--- src/rtl/alu_result_tx.sv ---
// alu_result_tx: serialises a signed ALU result as an 8-bit UART-style frame.
// The frame is a start bit (0), then 8 data bits sent LSB first, then a stop bit (1).
// Each bit lasts CLK_DIV clock cycles.
// The result is sign-extended to 8 bits when it is captured.
// Optional feature: define ALU_RESULT_TX_PARITY_EN to add an even-parity bit
// between the data bits and the stop bit.
module alu_result_tx #(
  parameter int NB_AB   = 6,
  parameter int CLK_DIV = 16
) (
  input  logic             clock,
  input  logic             i_reset,
  input  logic [NB_AB-1:0] i_result,
  input  logic             i_send,
  output logic             o_tx,
  output logic             o_busy,
  output logic             o_done
);

  localparam int CW = (CLK_DIV > 1) ? $clog2(CLK_DIV) : 1;
  localparam logic [CW-1:0] CNT_LAST = CW'(CLK_DIV - 1);

`ifdef ALU_RESULT_TX_PARITY_EN
  typedef enum logic [2:0] {IDLE, START, DATA, PARITY, STOP} state_e;
`else
  typedef enum logic [2:0] {IDLE, START, DATA, STOP} state_e;
`endif

  state_e          state_q, state_d;
  logic [CW-1:0]   cnt_q, cnt_d;
  logic [2:0]      bit_idx_q, bit_idx_d;
  logic [7:0]      data_q, data_d;
  logic            tx_q, tx_d;
  logic            busy_q, busy_d;
  logic            done_q, done_d;

  logic signed [NB_AB-1:0] result_s;
  logic [7:0]              result_ext;
  logic                    tick;

  // A size cast of a signed operand sign-extends, which turns the result into a byte.
  assign result_s   = i_result;
  assign result_ext = 8'(result_s);
  assign tick       = (cnt_q == CNT_LAST);

  // Next-state logic, bit timing and the registered output values.
  always_comb begin
    // NOTE: every signal gets a default first, so no path can infer a latch.
    state_d   = state_q;
    cnt_d     = cnt_q;
    bit_idx_d = bit_idx_q;
    data_d    = data_q;
    done_d    = 1'b0;

    unique case (state_q)
      IDLE: begin
        if (i_send) begin
          data_d    = result_ext;
          cnt_d     = '0;
          bit_idx_d = 3'd0;
          state_d   = START;
        end
      end
      START: begin
        if (tick) begin
          cnt_d   = '0;
          state_d = DATA;
        end else begin
          cnt_d = cnt_q + CW'(1);
        end
      end
      DATA: begin
        if (tick) begin
          cnt_d = '0;
          if (bit_idx_q == 3'd7) begin
            bit_idx_d = 3'd0;
`ifdef ALU_RESULT_TX_PARITY_EN
            state_d   = PARITY;
`else
            state_d   = STOP;
`endif
          end else begin
            bit_idx_d = bit_idx_q + 3'd1;
          end
        end else begin
          cnt_d = cnt_q + CW'(1);
        end
      end
`ifdef ALU_RESULT_TX_PARITY_EN
      PARITY: begin
        if (tick) begin
          cnt_d   = '0;
          state_d = STOP;
        end else begin
          cnt_d = cnt_q + CW'(1);
        end
      end
`endif
      STOP: begin
        if (tick) begin
          cnt_d   = '0;
          done_d  = 1'b1;
          state_d = IDLE;
        end else begin
          cnt_d = cnt_q + CW'(1);
        end
      end
      default: state_d = IDLE;
    endcase

    // The outputs are decoded from the next state, so their flops line up with the state register.
    busy_d = (state_d != IDLE);
    unique case (state_d)
      START:   tx_d = 1'b0;
      DATA:    tx_d = data_d[bit_idx_d];
`ifdef ALU_RESULT_TX_PARITY_EN
      PARITY:  tx_d = ^data_d;
`endif
      default: tx_d = 1'b1;
    endcase
  end

  // State and output registers, with a synchronous reset that overrides any request.
  always_ff @(posedge clock) begin
    // NOTE: sequential state uses non-blocking assignments only, so every flop samples pre-edge values.
    if (i_reset) begin
      state_q   <= IDLE;
      cnt_q     <= '0;
      bit_idx_q <= 3'd0;
      data_q    <= 8'd0;
      tx_q      <= 1'b1;
      busy_q    <= 1'b0;
      done_q    <= 1'b0;
    end else begin
      state_q   <= state_d;
      cnt_q     <= cnt_d;
      bit_idx_q <= bit_idx_d;
      data_q    <= data_d;
      tx_q      <= tx_d;
      busy_q    <= busy_d;
      done_q    <= done_d;
    end
  end

  assign o_tx   = tx_q;
  assign o_busy = busy_q;
  assign o_done = done_q;

endmodule

--- config.mk ---
export PLATFORM = sky130hd
export DESIGN_NAME = alu_result_tx
export DESIGN_NICKNAME = d
export VERILOG_FILES = /design/src/rtl/alu_result_tx.sv
export SDC_FILE = /design/constraint.sdc
export NUM_CORES = 1
export LEC_CHECK = 0
export ABC_CLOCK_PERIOD_IN_PS = 2750
export BUFFER_PORTS_ARGS = -buffer_cell sky130_fd_sc_hd__buf_4
export CORE_MARGIN = 2
export CORE_UTILIZATION = 55
export DETAILED_ROUTE_END_ITERATION = 12
export GPL_TIMING_DRIVEN = 0
export PLACE_DENSITY = 0.83
export SYNTH_ARGS = -nofsm -noshare
export SYNTH_HDL_FRONTEND = slang
export SYNTH_SLANG_ARGS = --single-unit
--- constraint.sdc ---
create_clock -name clock -period 2.75 [get_ports clock]
set_input_delay 0.275 -clock clock [delete_from_list [all_inputs] [get_ports clock]]
set_output_delay 0.275 -clock clock [all_outputs]
set_load 0.01 [all_outputs]
==> impl_metrics.env <==
export IMPL_outcome="completed"
export IMPL_antenna_left=0
export IMPL_yosys_warnings=0
export IMPL_grt_pass1_vias=891
export IMPL_synth_compound_area_frac=0.208
export IMPL_crit_slowest_cell="or4_4"
export IMPL_dr_wl_met3_um=78
export IMPL_cts_buffers_inserted=3
export IMPL_synthSimpleGateAreaFrac=0.295
export IMPL_cpMostUsedCell="ha_1"
export IMPL_met1_length_um=1010
export IMPL_ys_ff_latch=21
export IMPL_area_delta_synth_final_pct=13.0
export IMPL_start_util=0.586
export IMPL_rows=15
export IMPL_cts_htree_levels=1
export IMPL_grt_max_degree=12
export IMPL_vdd_drop_max_v=0.000305
export IMPL_postSynth_asyncResetShare=0
export IMPL_clk_pin_slew_ns=0.11
export IMPL_required_ns=2.94
export IMPL_crit_chain="ha_1, ha_1, or4_4, o22ai_4, nor2_2, a2111o_1, nand4_1, a31oi_1"
export IMPL_finalMaxSlewViolations=0
export IMPL_grt_total_usage=0.230
export IMPL_globalplace_congestion=0.815
export IMPL_finalPower_w=0.000509
export IMPL_grt_pass1_wl_um=3630
export IMPL_detailroute_wirelength_met2_um=977
export IMPL_final_setup_viol_count=0
export IMPL_placedCellCount=161
export IMPL_cellLeakagePower_nw=0.425
export IMPL_wl_per_cell_um=12.7
export IMPL_vias=936
export IMPL_die_h_um=47.1
export IMPL_synth_cells=126
export IMPL_synth_edff_count=0
export IMPL_startpoint_type="register"
export IMPL_rsz0062_at_grt="false"
export IMPL_overflow=0
export IMPL_dr_pass1_iters=4
export IMPL_skew_ns=0.00712
export IMPL_drtIter0Drc=19
export IMPL_drv_cap=0
export IMPL_final_common_cell="dfxtp_1"
export IMPL_post_cts_resized=0
export IMPL_arrival_ns=2.46
export IMPL_syn_avg_cell_area_um2=8.12
export IMPL_fmax_mhz=440
export IMPL_crit_type="register to register"
export IMPL_final_setup_tns_ns=0
export IMPL_core_mm2=0.00175
export IMPL_post_cts_buffers=0
export IMPL_hold_buffers=0
export IMPL_dr_max_layer_used="met4"
export IMPL_synth_top_family_by_area="simple AND/OR/NAND/NOR gates"
export IMPL_fin_nets=153
export IMPL_min_path_type="primary input to register"
export IMPL_crit_path_end_kind="register"
export IMPL_cp_top_family="compound AO/OA/AOI/OAI gates"
export IMPL_utilization=0.662
export IMPL_fp_dieW_um=47.1
export IMPL_synth_flop_cell="dfxtp_1"
export IMPL_hpwl_um=1580
export IMPL_syn_nets=138
export IMPL_dieArea_mm2=0.00222
export IMPL_via_per_inst=5.67
export IMPL_synth_fa_ha_area_frac=0.0367
export IMPL_p_per_area_mw_per_mm2=440
export IMPL_layout_common_cells="21 x dfxtp_1, 20 x nand2_1, 14 x nor2_1, 12 x a21oi_1, 10 x buf_4"
export IMPL_drt_wl_total_um=2100
export IMPL_max_slew_worst_pin_slew_ns=0.667
export IMPL_synth_top_area_cell="dfxtp_1"
export IMPL_cts_tree="done"
export IMPL_clk_path_buf_depth=2
export IMPL_cts_sinks=21
export IMPL_max_stage_delay_ns=0.51
export IMPL_crit_path_max_fanout=5
export IMPL_clock_latency_ns=0.30
export IMPL_drive_gt1_frac=0.143
export IMPL_netlist_area_mm2=0.00102
export IMPL_worst_path_buf_inv=0
export IMPL_synth_area_leaders="dfxtp_1 41%, nand2_1 7.3%, a21oi_1 5.9%"
export IMPL_seq_area_frac_synth=0.411
export IMPL_drc=0
export IMPL_min_period_ns=2.27
export IMPL_portBuffers=10
export IMPL_num_io_pins=12
export IMPL_post_route_period_util=0.826
export IMPL_synthMuxAreaShare=0.0110
export IMPL_yosysTopAreaCellShare=0.411
export IMPL_hold_viol_final=0
export IMPL_cts_root_buf="clkbuf_4"
export IMPL_timing_slew_headroom=0.555
export IMPL_diodes=0
export IMPL_ys_types=36
export IMPL_synth_xor_area_frac=0.00856
export IMPL_fin_cells=165
export IMPL_antenna_found_initial=0
-- metal layers --
metal,track usage,up-vias
li1,-,485
met1,0.308,424
met2,0.370,23
met3,0.0231,4
met4,0.111,0
met5,0,-
-- cells by family after synthesis --
| family | Yosys count |
|---|---|
| simple gates | 59 |
| mux | 1 |
| fa+ha+maj | 3 |
| flops | 21 |
| other cells | 1 |
| buf+inv | 7 |
| xor+xnor | 1 |
| compound gates | 33 |
-- area by class of cell --
class / instances / area (um^2)
fill: 161 / 589
multi-input combinational: 98 / 576
sequential: 21 / 420
timing repair buffer: 10 / 75.1
tap: 25 / 31.3
clock buffer: 4 / 26.3
buffer: 6 / 23.8
inverter: 1 / 3.75
-- stage by stage --
step	hold slack [ns]	instance area, um^2	setup slack, ns
after floorplan	0.411	1020	0.647
after global placement	0.445	1130	0.520
after detailed placement	0.452	1130	0.494
after CTS	0.208	1160	0.489
after global routing	0.215	1160	0.292
final	0.211	1160	0.479
-- cell usage after synthesis, drive strengths merged, types with 2 or more instances --
master	n
dfxtp	21
nand2	20
nor2	15
a21oi	12
o21ai	9
clkbuf	4
nand3	4
a22oi	3
ha	3
nand4	3
nor3	3
and3	2
buf	2
nand3b	2
nand4b	2
nor3b	2
nor4b	2
o22ai	2
or2	2
-- worst paths after layout --
path                                   start   endpoint  slack (ns)  cells after the start
worst max register to register  bit_idx_q[0]       o_tx        0.48                      8
worst min-delay path             i_result[2]  data_q[2]        0.21                      3
worst min register to register     data_q[6]  data_q[6]        0.46                      2
worst max-delay path            bit_idx_q[0]       o_tx        0.48                      8
-- worst reg2reg max path: stages, from the launching register on --
cell      delay [ns]
dfxtp_1         0.37
ha_1            0.21
ha_1            0.22
or4_4           0.51
o22ai_4         0.23
nor2_2          0.06
a2111o_1        0.40
nand4_1         0.09
a31oi_1         0.09
-- power breakdown --
group | leakage (nW) | switching [W] | internal [W] | total (W)
clock network | 0.0150 | 0.0000865 | 0.0000565 | 0.000143
logic | 0.239 | 0.0000266 | 0.0000203 | 0.0000469
registers | 0.171 | 0.00000570 | 0.000313 | 0.000319
-- registers in the layout (all words and copies together) (netlist names) --
name / flops
data_q: 8
bit_idx_q: 3
o_done: 1
state_q: 3
o_tx: 1
cnt_q: 4
o_busy: 1
(Power assumes the default switching activity.)
